`config.mk`:
```
export PLATFORM = sky130hd
export DESIGN_NAME = gobou_deserial_vec_flat
export DESIGN_NICKNAME = d
export VERILOG_FILES = /design/src/rtl/gobou_deserial_vec_pkg.sv /design/src/rtl/gobou_deserial_vec_if.sv /design/src/rtl/gobou_deserial_vec.sv /design/src/flat_wrapper.sv
export SDC_FILE = /design/constraint.sdc
export NUM_CORES = 1
export LEC_CHECK = 0
export BUFFER_PORTS_ARGS = -buffer_cell sky130_fd_sc_hd__clkbuf_2
export CAP_MARGIN = 20
export CORE_UTILIZATION = 40
export DETAILED_ROUTE_END_ITERATION = 10
export SLEW_MARGIN = 15
export SYNTH_ARGS = -nofsm -noshare
export SYNTH_HDL_FRONTEND = slang
export SYNTH_SLANG_ARGS = --single-unit
```
`constraint.sdc`:
```
create_clock -name clk -period 2.8 [get_ports clk]
set_clock_uncertainty 0.1 [all_clocks]
set_input_delay 0.56 -clock clk [delete_from_list [all_inputs] [get_ports clk]]
set_output_delay 0.56 -clock clk [all_outputs]
set_load 0.01 [all_outputs]
```
`src/rtl/gobou_deserial_vec_pkg.sv`:
```
// Shared constants and types for the gobou serial-to-parallel vector collector.
package gobou_deserial_vec_pkg;

   // Signed word width of every lane.
   localparam int DWIDTH = 16;
   // Number of lanes per vector; the port list is laid out for 16.
   localparam int CORE   = 16;
   // Counter and length width; must hold the value CORE, so at least clog2(CORE)+1.
   localparam int LWIDTH = 10;

   typedef logic signed [DWIDTH-1:0] word_t;

   // Occupancy of the two vector slots, encoded as {acc_full, out_valid}.
   // EMPTY    : no completed vector anywhere (acc may hold a partial vector)
   // OUT_ONLY : a vector waits in the output registers
   // BOTH     : output registers busy and a completed vector parked in acc
   typedef enum logic [1:0] {
      EMPTY    = 2'b00,
      OUT_ONLY = 2'b01,
      BOTH     = 2'b11
   } slot_state_t;

endpackage

```
`src/rtl/gobou_deserial_vec_if.sv`:
```
// Serial input stream and parallel output vector bundle of the vector collector.
interface gobou_deserial_vec_if;
   import gobou_deserial_vec_pkg::*;

   logic              in_valid;
   logic              in_ready;
   word_t             in_data;
   logic              flush;
   logic              out_valid;
   logic              out_ready;
   word_t             out_data [CORE];
   logic [LWIDTH-1:0] out_len;

   // The collector itself.
   modport slave (
      input  in_valid,
      input  in_data,
      input  flush,
      input  out_ready,
      output in_ready,
      output out_valid,
      output out_data,
      output out_len
   );

   // Whoever feeds the stream and consumes the vectors.
   modport master (
      output in_valid,
      output in_data,
      output flush,
      output out_ready,
      input  in_ready,
      input  out_valid,
      input  out_data,
      input  out_len
   );

endinterface

```
`src/rtl/gobou_deserial_vec.sv`:
```
// Serial-to-parallel vector collector: words arrive one per cycle, lane 0 first,
// and are assembled into a CORE-lane vector. An accumulate stage and an output
// stage form a two-slot FIFO so streaming continues while a finished vector waits.
module gobou_deserial_vec
   import gobou_deserial_vec_pkg::*;
(
   input  logic                 clk,
   input  logic                 xrst,
   gobou_deserial_vec_if.slave  bus
);

   slot_state_t       state;
   slot_state_t       state_next;

   logic [LWIDTH-1:0] r_cnt;
   logic [LWIDTH-1:0] r_len;
   logic [LWIDTH-1:0] len;
   logic [LWIDTH-1:0] out_len_q;

   logic              acc_full;
   logic              accept;
   logic              last_word;
   logic              flush_close;
   logic              complete;
   logic              load_merged;
   logic              load_acc;
   logic              latch_len;
   logic              clear_acc;

   // in_ready comes straight from the state register, so out_ready never
   // reaches it combinationally.
   assign acc_full      = (state == BOTH);
   assign bus.out_valid = (state != EMPTY);
   assign bus.in_ready  = !acc_full;
   assign bus.out_len   = out_len_q;

   assign accept      = bus.in_valid && !acc_full;
   assign last_word   = accept && (r_cnt == LWIDTH'(CORE - 1));
   // A flush only closes a vector that has at least one word, counting a word
   // accepted in the same cycle; a flush on the lane CORE-1 word merges with it.
   assign flush_close = bus.flush && !acc_full && ((r_cnt != '0) || accept);
   assign complete    = last_word || flush_close;
   assign len         = r_cnt + LWIDTH'(accept);
   assign clear_acc   = load_merged || load_acc;

   // Slot occupancy register.
   always_ff @(posedge clk or negedge xrst) begin
      if (!xrst) begin
         state <= EMPTY;
      end else begin
         state <= state_next;
      end
   end

   // Slot occupancy next state and datapath strobes. load_merged moves the
   // vector being completed this cycle (acc plus the same-cycle word) into the
   // output stage; load_acc moves a vector parked in acc; latch_len remembers
   // the length of a vector that has to park.
   always_comb begin
      state_next  = state;
      load_merged = 1'b0;
      load_acc    = 1'b0;
      latch_len   = 1'b0;
      unique case (state)
         EMPTY: begin
            if (complete) begin
               state_next  = OUT_ONLY;
               load_merged = 1'b1;
            end
         end
         OUT_ONLY: begin
            if (complete) begin
               if (bus.out_ready) begin
                  load_merged = 1'b1;
               end else begin
                  state_next = BOTH;
                  latch_len  = 1'b1;
               end
            end else if (bus.out_ready) begin
               state_next = EMPTY;
            end
         end
         BOTH: begin
            if (bus.out_ready) begin
               state_next = OUT_ONLY;
               load_acc   = 1'b1;
            end
         end
         default: begin
            state_next = EMPTY;
         end
      endcase
   end

   // Write pointer into acc; it restarts whenever acc is handed to the output.
   always_ff @(posedge clk or negedge xrst) begin
      if (!xrst) begin
         r_cnt <= '0;
      end else if (clear_acc) begin
         r_cnt <= '0;
      end else if (accept) begin
         r_cnt <= len;
      end
   end

   // Length of the vector parked in acc while the output stage is busy.
   always_ff @(posedge clk or negedge xrst) begin
      if (!xrst) begin
         r_len <= '0;
      end else if (latch_len) begin
         r_len <= len;
      end
   end

   // Length reported with the vector in the output stage; held after a drain.
   always_ff @(posedge clk or negedge xrst) begin
      if (!xrst) begin
         out_len_q <= '0;
      end else if (load_merged) begin
         out_len_q <= len;
      end else if (load_acc) begin
         out_len_q <= r_len;
      end
   end

   // One accumulate register and one output register per lane.
   for (genvar k = 0; k < CORE; k++) begin : g_lane
      logic  lane_sel;
      word_t acc_q;
      word_t out_q;

      assign lane_sel        = accept && (r_cnt == LWIDTH'(k));
      assign bus.out_data[k] = out_q;

      // Accumulate lane: captures its word, and is zeroed on every transfer so
      // lanes a flushed vector never reached read as zero padding.
      always_ff @(posedge clk or negedge xrst) begin
         if (!xrst) begin
            acc_q <= '0;
         end else if (clear_acc) begin
            acc_q <= '0;
         end else if (lane_sel) begin
            acc_q <= bus.in_data;
         end
      end

      // Output lane: takes acc, with the same-cycle word bypassed in when the
      // completing word targets this lane.
      always_ff @(posedge clk or negedge xrst) begin
         if (!xrst) begin
            out_q <= '0;
         end else if (load_merged) begin
            out_q <= lane_sel ? bus.in_data : acc_q;
         end else if (load_acc) begin
            out_q <= acc_q;
         end
      end
   end

endmodule

```
`src/flat_wrapper.sv`:
```
// flat-port wrapper written by rule: the top's interface ports become plain ports
module gobou_deserial_vec_flat import gobou_deserial_vec_pkg::*;
  (clk, xrst, bus_in_valid, bus_in_data, bus_flush, bus_out_ready, bus_in_ready, bus_out_valid, bus_out_data, bus_out_len);
  gobou_deserial_vec_if bus_i ();
  input  logic clk;
  input  logic xrst;
  input wire logic [$bits(bus_i.in_valid)-1:0] bus_in_valid;
  input wire logic [$bits(bus_i.in_data)-1:0] bus_in_data;
  input wire logic [$bits(bus_i.flush)-1:0] bus_flush;
  input wire logic [$bits(bus_i.out_ready)-1:0] bus_out_ready;
  output wire logic [$bits(bus_i.in_ready)-1:0] bus_in_ready;
  output wire logic [$bits(bus_i.out_valid)-1:0] bus_out_valid;
  output wire logic [$bits(bus_i.out_data)-1:0] bus_out_data;
  output wire logic [$bits(bus_i.out_len)-1:0] bus_out_len;
  assign bus_i.in_valid = bus_in_valid;
  assign bus_i.in_data = bus_in_data;
  assign bus_i.flush = bus_flush;
  assign bus_i.out_ready = bus_out_ready;
  assign bus_in_ready = bus_i.in_ready;
  assign bus_out_valid = bus_i.out_valid;
  assign bus_out_data = {>>{bus_i.out_data}};
  assign bus_out_len = bus_i.out_len;
  gobou_deserial_vec u_core (.clk(clk), .xrst(xrst), .bus(bus_i));
endmodule
```
* Word level (Yosys, flattened, before mapping)
Cells that the tools add are included.
Widths: inputs -> output; s select.
** Storage, ports and cells
- Bits in registers :: 544
- Output and inout port bits :: 268
- Logic and storage cells :: 170
** Cells by class
- Reduce and logical (&&, ||, !) cells :: 30
- Eq/ne operators :: 21
- $add $sub $neg :: 1
- Muxes and demuxes :: 82
** Operator list (count)
- $mux 16 :: 64
- $eq 10x4->1 const B :: 8
- $eq 10x3->1 const B :: 4
- $mux 10 :: 4
- $eq 10x2->1 const B :: 2
- $logic_and 1x1->1 :: 19
- $add 10x1->10 :: 1
- $eq 10x1->1 const B :: 1
- $logic_not 10->1 :: 1
- $mux 2 :: 5
- $reduce_bool 10->1 :: 1
- $mux 1 :: 7
- $pmux 2 s3 :: 1
- $reduce_bool 2->1 :: 3
- $reduce_and 4->1 :: 1
- $logic_or 1x1->1 :: 3
- $ne 3x2->1 const B :: 1
- $ne 3x3->1 const B :: 1
- $eq 2x1->1 const B :: 1
- $eq 2x2->1 const B :: 1
- $logic_not 2->1 :: 1
- $ne 2x1->1 const B :: 1
- $ne 2x2->1 const B :: 1
- $pmux 1 s2 :: 1
- $logic_not 1->1 :: 1

* Depth between registers and ports, before layout
- Depth after elaboration :: 10
- Gate-level depth with buffers :: 11
- Mapped depth without buffers :: 10

* Worst setup path after synthesis
OpenSTA, ideal clock, no wires.
- Path kind :: flip-flop to flip-flop
- From :: register u_core.r_cnt[6]
- To :: register u_core.g_lane[3].out_q[10]
- Period minus slack after synthesis :: 2.810 ns
- Arrival :: 2.584 ns
- Required time :: 2.574 ns
- Path buffers :: 5
- Path slack :: -0.010 ns
- Stages on the path, launching flop included :: 11
- Setup time :: 0.126 ns
- Cell sequence :: dfrtp_1 buf_2 or4_1 buf_2 or3_4 a21o_4 buf_6 buf_6 buf_6 and3_1 a221o_1
** Between the ends
- Word-level cells in the longest chain between the ends :: 7
** Ends and longest elaborated chain
- start, declared :: RTL line gobou_deserial_vec.sv:15 : logic [LWIDTH-1:0] r_cnt;
- start signal, assigned :: RTL line gobou_deserial_vec.sv:102 : r_cnt <= len;
- $reduce_bool 10->1 :: RTL line gobou_deserial_vec.sv:41 : assign flush_close = bus.flush && !acc_full && ((r_cnt != '0) || accept);
- $logic_or 1x1->1 :: RTL line gobou_deserial_vec.sv:41
- $logic_and 1x1->1 :: RTL line gobou_deserial_vec.sv:41
- $logic_or 1x1->1 :: RTL line gobou_deserial_vec.sv:42 : assign complete = last_word || flush_close;
- $mux 1, on equally long branches :: RTL line gobou_deserial_vec.sv:72, gobou_deserial_vec.sv:66
- $pmux 1 s2 :: RTL line gobou_deserial_vec.sv:64 : unique case (state)
- $mux 16 / $reduce_bool 2->1 (equally long branches)
- end signal, assigned :: RTL line gobou_deserial_vec.sv:153 : out_q <= lane_sel ? bus.in_data : acc_q;
- end signal, assigned :: RTL line gobou_deserial_vec.sv:155 : out_q <= acc_q;
- end, declared :: RTL line gobou_deserial_vec.sv:130 : word_t out_q;
Several ways; a longest one is shown, not always the timed one.
A chain may end at the register's enable or synchronous reset.

* Worst setup path in the final report
- From :: register u_core.r_cnt[7]
- To :: register u_core.g_lane[6].out_q[6]
** Between the ends
- Word-level cells in the longest chain between the ends :: 7
** Ends and longest elaborated chain (RTL line)
- $reduce_bool 10->1 :: gobou_deserial_vec.sv:41
- $logic_or 1x1->1 :: gobou_deserial_vec.sv:41
- $logic_and 1x1->1 :: gobou_deserial_vec.sv:41
- $logic_or 1x1->1 :: gobou_deserial_vec.sv:42
- $mux 1, on equally long branches :: gobou_deserial_vec.sv:72, gobou_deserial_vec.sv:66
- $pmux 1 s2 :: gobou_deserial_vec.sv:64
- $mux 16 / $reduce_bool 2->1 (equally long branches)
- end signal, assigned :: gobou_deserial_vec.sv:153
- end signal, assigned :: gobou_deserial_vec.sv:155
- end, declared :: gobou_deserial_vec.sv:130
Several ways; a longest one is shown, not always the timed one.

==> key figures <==
Critical path
  • Crit path max fanout: 13
  • Slowest cell on the critical path: or4_4
  • R2r setup slk: -0.02 ns
  • CP cell instances: or4_4 > or3_4 > a21o_4 > buf_12 > clkbuf_16 > buf_8 > buf_12 > and3_1 > a221o_1
  • Crit Path Category: flop to flop
  • R2r worst-path depth: 9
  • Critical path capture point: u_core.g_lane[6].out_q[6]
  • CP dominant cell by count: buf_12
  • Worst EP arrival: 3.21 ns
  • Required time worst endpoint: approximately 3.2 ns
  • RR Startpoint: u_core.r_cnt[7]
  • CP delay by family, top: simple AND/OR/NAND/NOR gates
  • Startpoint types: flop
  • CP max stage delay: 0.54 ns
  • Critical path launch point: u_core.r_cnt[7]
  • WP depth: 9
  • Crit. End Element: flop
  • CP bufs+invs: 4
  • RR Endpoint: u_core.g_lane[6].out_q[6]

Run status
  • Status: finished, violations left
  • Violations in the final reports: negative setup slack

Routing
  • DR WL/cell: roughly 24 microns
  • Post-detailed-routing wire length: about 84,000 microns
  • Antenna-violating nets left: 0
  • DRT Pass-1 Iters: 5
  • Via count: 20,119
  • 1st-iter DRT viols: ~1,800
  • Vias per cell: 5.85
  • DRC Markers: 0

Timing
  • Setup Viol. Count Final: 7
  • Hold Fails Final Rpt: 0
  • Final WS setup: -0.0185 ns
  • FMAX: around 350 MHz
  • Setup TNS: -0.0472 ns
  • Final Critical Period: 2.82 ns
  • Slew HR: 19.5%
  • Max-slew violation count: 0
  • Final period util: 101%
  • Worst slew pin tran: around 1.2 ns
  • RSZ-0062 raised after global routing: true

Logic synthesis
  • Post-synthesis mux area share: less than 1%
  • Post-Synth Adder-Cell Area: less than 1%
  • Top cells by instance count after synthesis: nand2_1, dfrtp_1, a221o_1
  • Seq cells post-synth: around 540
  • Syn Std Cell Area: around 24,000 sq um
  • Yosys cell types: 52
  • Largest family of logic cells by synthesized area: compound AO/OA/AOI/OAI gates
  • Post-synth EDFFs: 0
  • Ys Warns: 0
  • Avg Cell Area, Syn: ~11 sq um
  • Ys flop type: dfrtp_1
  • Synthesized net count: ~2,300
  • Area fraction in compound gates after synthesis: between 20% and 30%
  • Post-Synth XOR/XNOR Area: less than 1%
  • Most common cell in the synthesized netlist: nand2_1
  • Cell taking the most area after synthesis: dfrtp_1
  • Post-synth ARST share: between 90% and 100%
  • Top-area cell type share of the netlist area: a little under three fifths
  • Cells after Synth: ~2,300
  • Synth top area cells: dfrtp_1, a221o_1, nand2_1
  • Seq/Total Area, Yosys: a little under three fifths
  • Simple logic cell fraction of the synthesized area: between 10% and 20%

Clock tree
  • Clk buf depth: 3
  • Root buffer cell: clkbuf_16
  • TritonCTS clock tree: built
  • Total CTS buffers: between 50 and 60
  • CTS clock-pin slew for the worst setup and hold paths: around 0.06 ns
  • H-tree levels: 2
  • Worst skew pair latency: around 0.61 ns
  • TritonCTS Sinks: ~540

Global route
  • First-pass GRT wire length: about 130,000 microns
  • Vias in the first global route: just under 20,000
  • Initial antenna violation count: 0
  • All-Layer GR Usage: between 20% and 30%
  • Overflow after GRT: 0
  • Pin count of the biggest net entering global routing: 72

Pwr
  • Switching share of power: roughly 35%
  • NetSw: between 9 and 10 mW
  • Power per cell area: approximately 860 nW/um^2
  • Clock power share: a little under a third
  • Comb pwr share: about 33%
  • Seq pwr share: 36.7%
  • Leakage: around 15 nW
  • Maximum vdd drop: 0.565 mV
  • Internal Power: 16.8 mW

Final layout
  • Nets: ~2,600
  • Syn-to-layout area delta: 23.9%
  • Share of layout cells above drive strength 1: around 32%
  • Layout Cells excl Fill: between 3,000 and 4,000
  • Finished Cell Area: roughly 30,000 sq um

Placement
  • Cells after DPL: 3,290
  • Port buffer count: ~290
  • Gpl congestion: ~0.83
  • Pre-CTS WS: -0.217 ns
  • DP Area: about 27,000 sq um
  • HPWL Detailed: 51,900 microns

Die
  • Chip height: between 200 and 250 microns
  • Die span in x: between 200 and 250 microns
  • Std-Cell Rows: 90
  • Starting Density: between 40% and 50%
  • Top Ports: ~290
  • Core area: around 60,000 sq um
  • Die area: between 60,000 and 70,000 sq um

Flow run
  • # Max-Cap Violations: 0

Min path
  • Hold depth: 2
  • Hold Crit Class: primary input to flop
## cell type report
cell class | count | area (sq um)
clock inverter | 16 | 168
sequential | 544 | 13600
inverter | 9 | 33.8
clock buffer | 91 | 1770
timing repair buffer | 499 | 3980
antenna | 1 | 2.50
multi-input combinational | 1498 | 9620
fill | 5355 | 30100
tap | 782 | 978
## per-layer routing
metal | global-route usage (%) | vias to the layer above | wire length [microns]
met5 | 0 | - | 0
met4 | 7.15 | 0 | 1850
met3 | 6.51 | 127 | 7050
met2 | 40.4 | 850 | 38600
met1 | 36.3 | 10346 | 36300
li1 | - | 8796 | -
## power groups by stage
stage / sequential (mW) / clock [mW] / combinational, mW
5_1_grt: 9.63 / 8.26 / 9.15
2_1_floorplan: 9.65 / 0 / 4.67
3_5_place_dp: 9.63 / 0 / 7.64
4_1_cts: 9.52 / 7.96 / 7.91
6_report: 9.54 / 7.82 / 8.61
3_3_place_gp: 9.62 / 0 / 7.48
## cells by family after synthesis
kind of cell,count (synthesis)
xor gates and xnor gates,16
muxes,3
adders and majority gates,6
DFF,544
AOI/OAI and AO/OA,562
and+or+nand+nor,909
buffers and inverters,231
## worst min path at each step
stage,start,to,slack [ns]
3_3_place_gp,u_core.r_len[8],u_core.bus.out_len[8],0.37
3_5_place_dp,u_core.g_lane[15].acc_q[4],u_core.g_lane[15].out_q[4],0.37
2_1_floorplan,xrst,u_core.bus.out_len[0],0.16
6_report,bus_out_ready,u_core.state[1],0.20
4_1_cts,bus_out_ready,u_core.state[1],0.17
5_1_grt,bus_out_ready,u_core.state[1],0.21
## layout by cell type (no fill, tap or decap), types with 8 or more instances in the layout
cell       instances
a32oi_1           15
xor2_1             8
buf_6             20
clkbuf_1          17
o21ai_2           11
nand2_1          572
a21oi_1           68
a21oi_2          201
nor2_2            13
nor2_1            37
buf_4            125
clkbuf_2         287
clkbuf_16         71
a221o_1          247
inv_1              8
xnor2_1            8
buf_12            49
clkbuf_8          13
dfrtp_1          544
clkinv_2           9
and3_1           234
## flip-flops by register name, indices dropped and copies added, names as in the netlist
name,flops
u_core.state,2
u_core.r_len,10
u_core.g_lane.acc_q,256
u_core.bus.out_len,10
u_core.r_cnt,10
u_core.g_lane.out_q,256
## per-stage QoR
stage | power (mW) | hold WS, ns | utilization, %
5_1_grt | 27.0 | 0.213 | 50.1
3_5_place_dp | 17.3 | 0.373 | 45.4
2_1_floorplan | 14.3 | 0.164 | -
6_report | 26.0 | 0.201 | 50.1
3_3_place_gp | 17.1 | 0.367 | 45.4
4_1_cts | 25.4 | 0.166 | 48.9
## worst register-to-register path, delay by kind of cell, from the launching register on
kind	cells	cell delay (ns)
AND/OR/NAND/NOR	3	1.07
buffers and inverters	4	0.62
AO/OA/AOI/OAI	2	0.52
flip-flops	1	0.38
## what timing repair did
action / CTS / global route
hold endpoints to repair: 49 / 0
pin swaps: 3 / 79
endpoints found under the setup margin: 304 / 165
gates resized for setup: 22 / 56
buffers inserted: 6 / 20
cloned: 1 / 15
hold buffers: 1 / 0
Power figures use the tool's default switching activity.
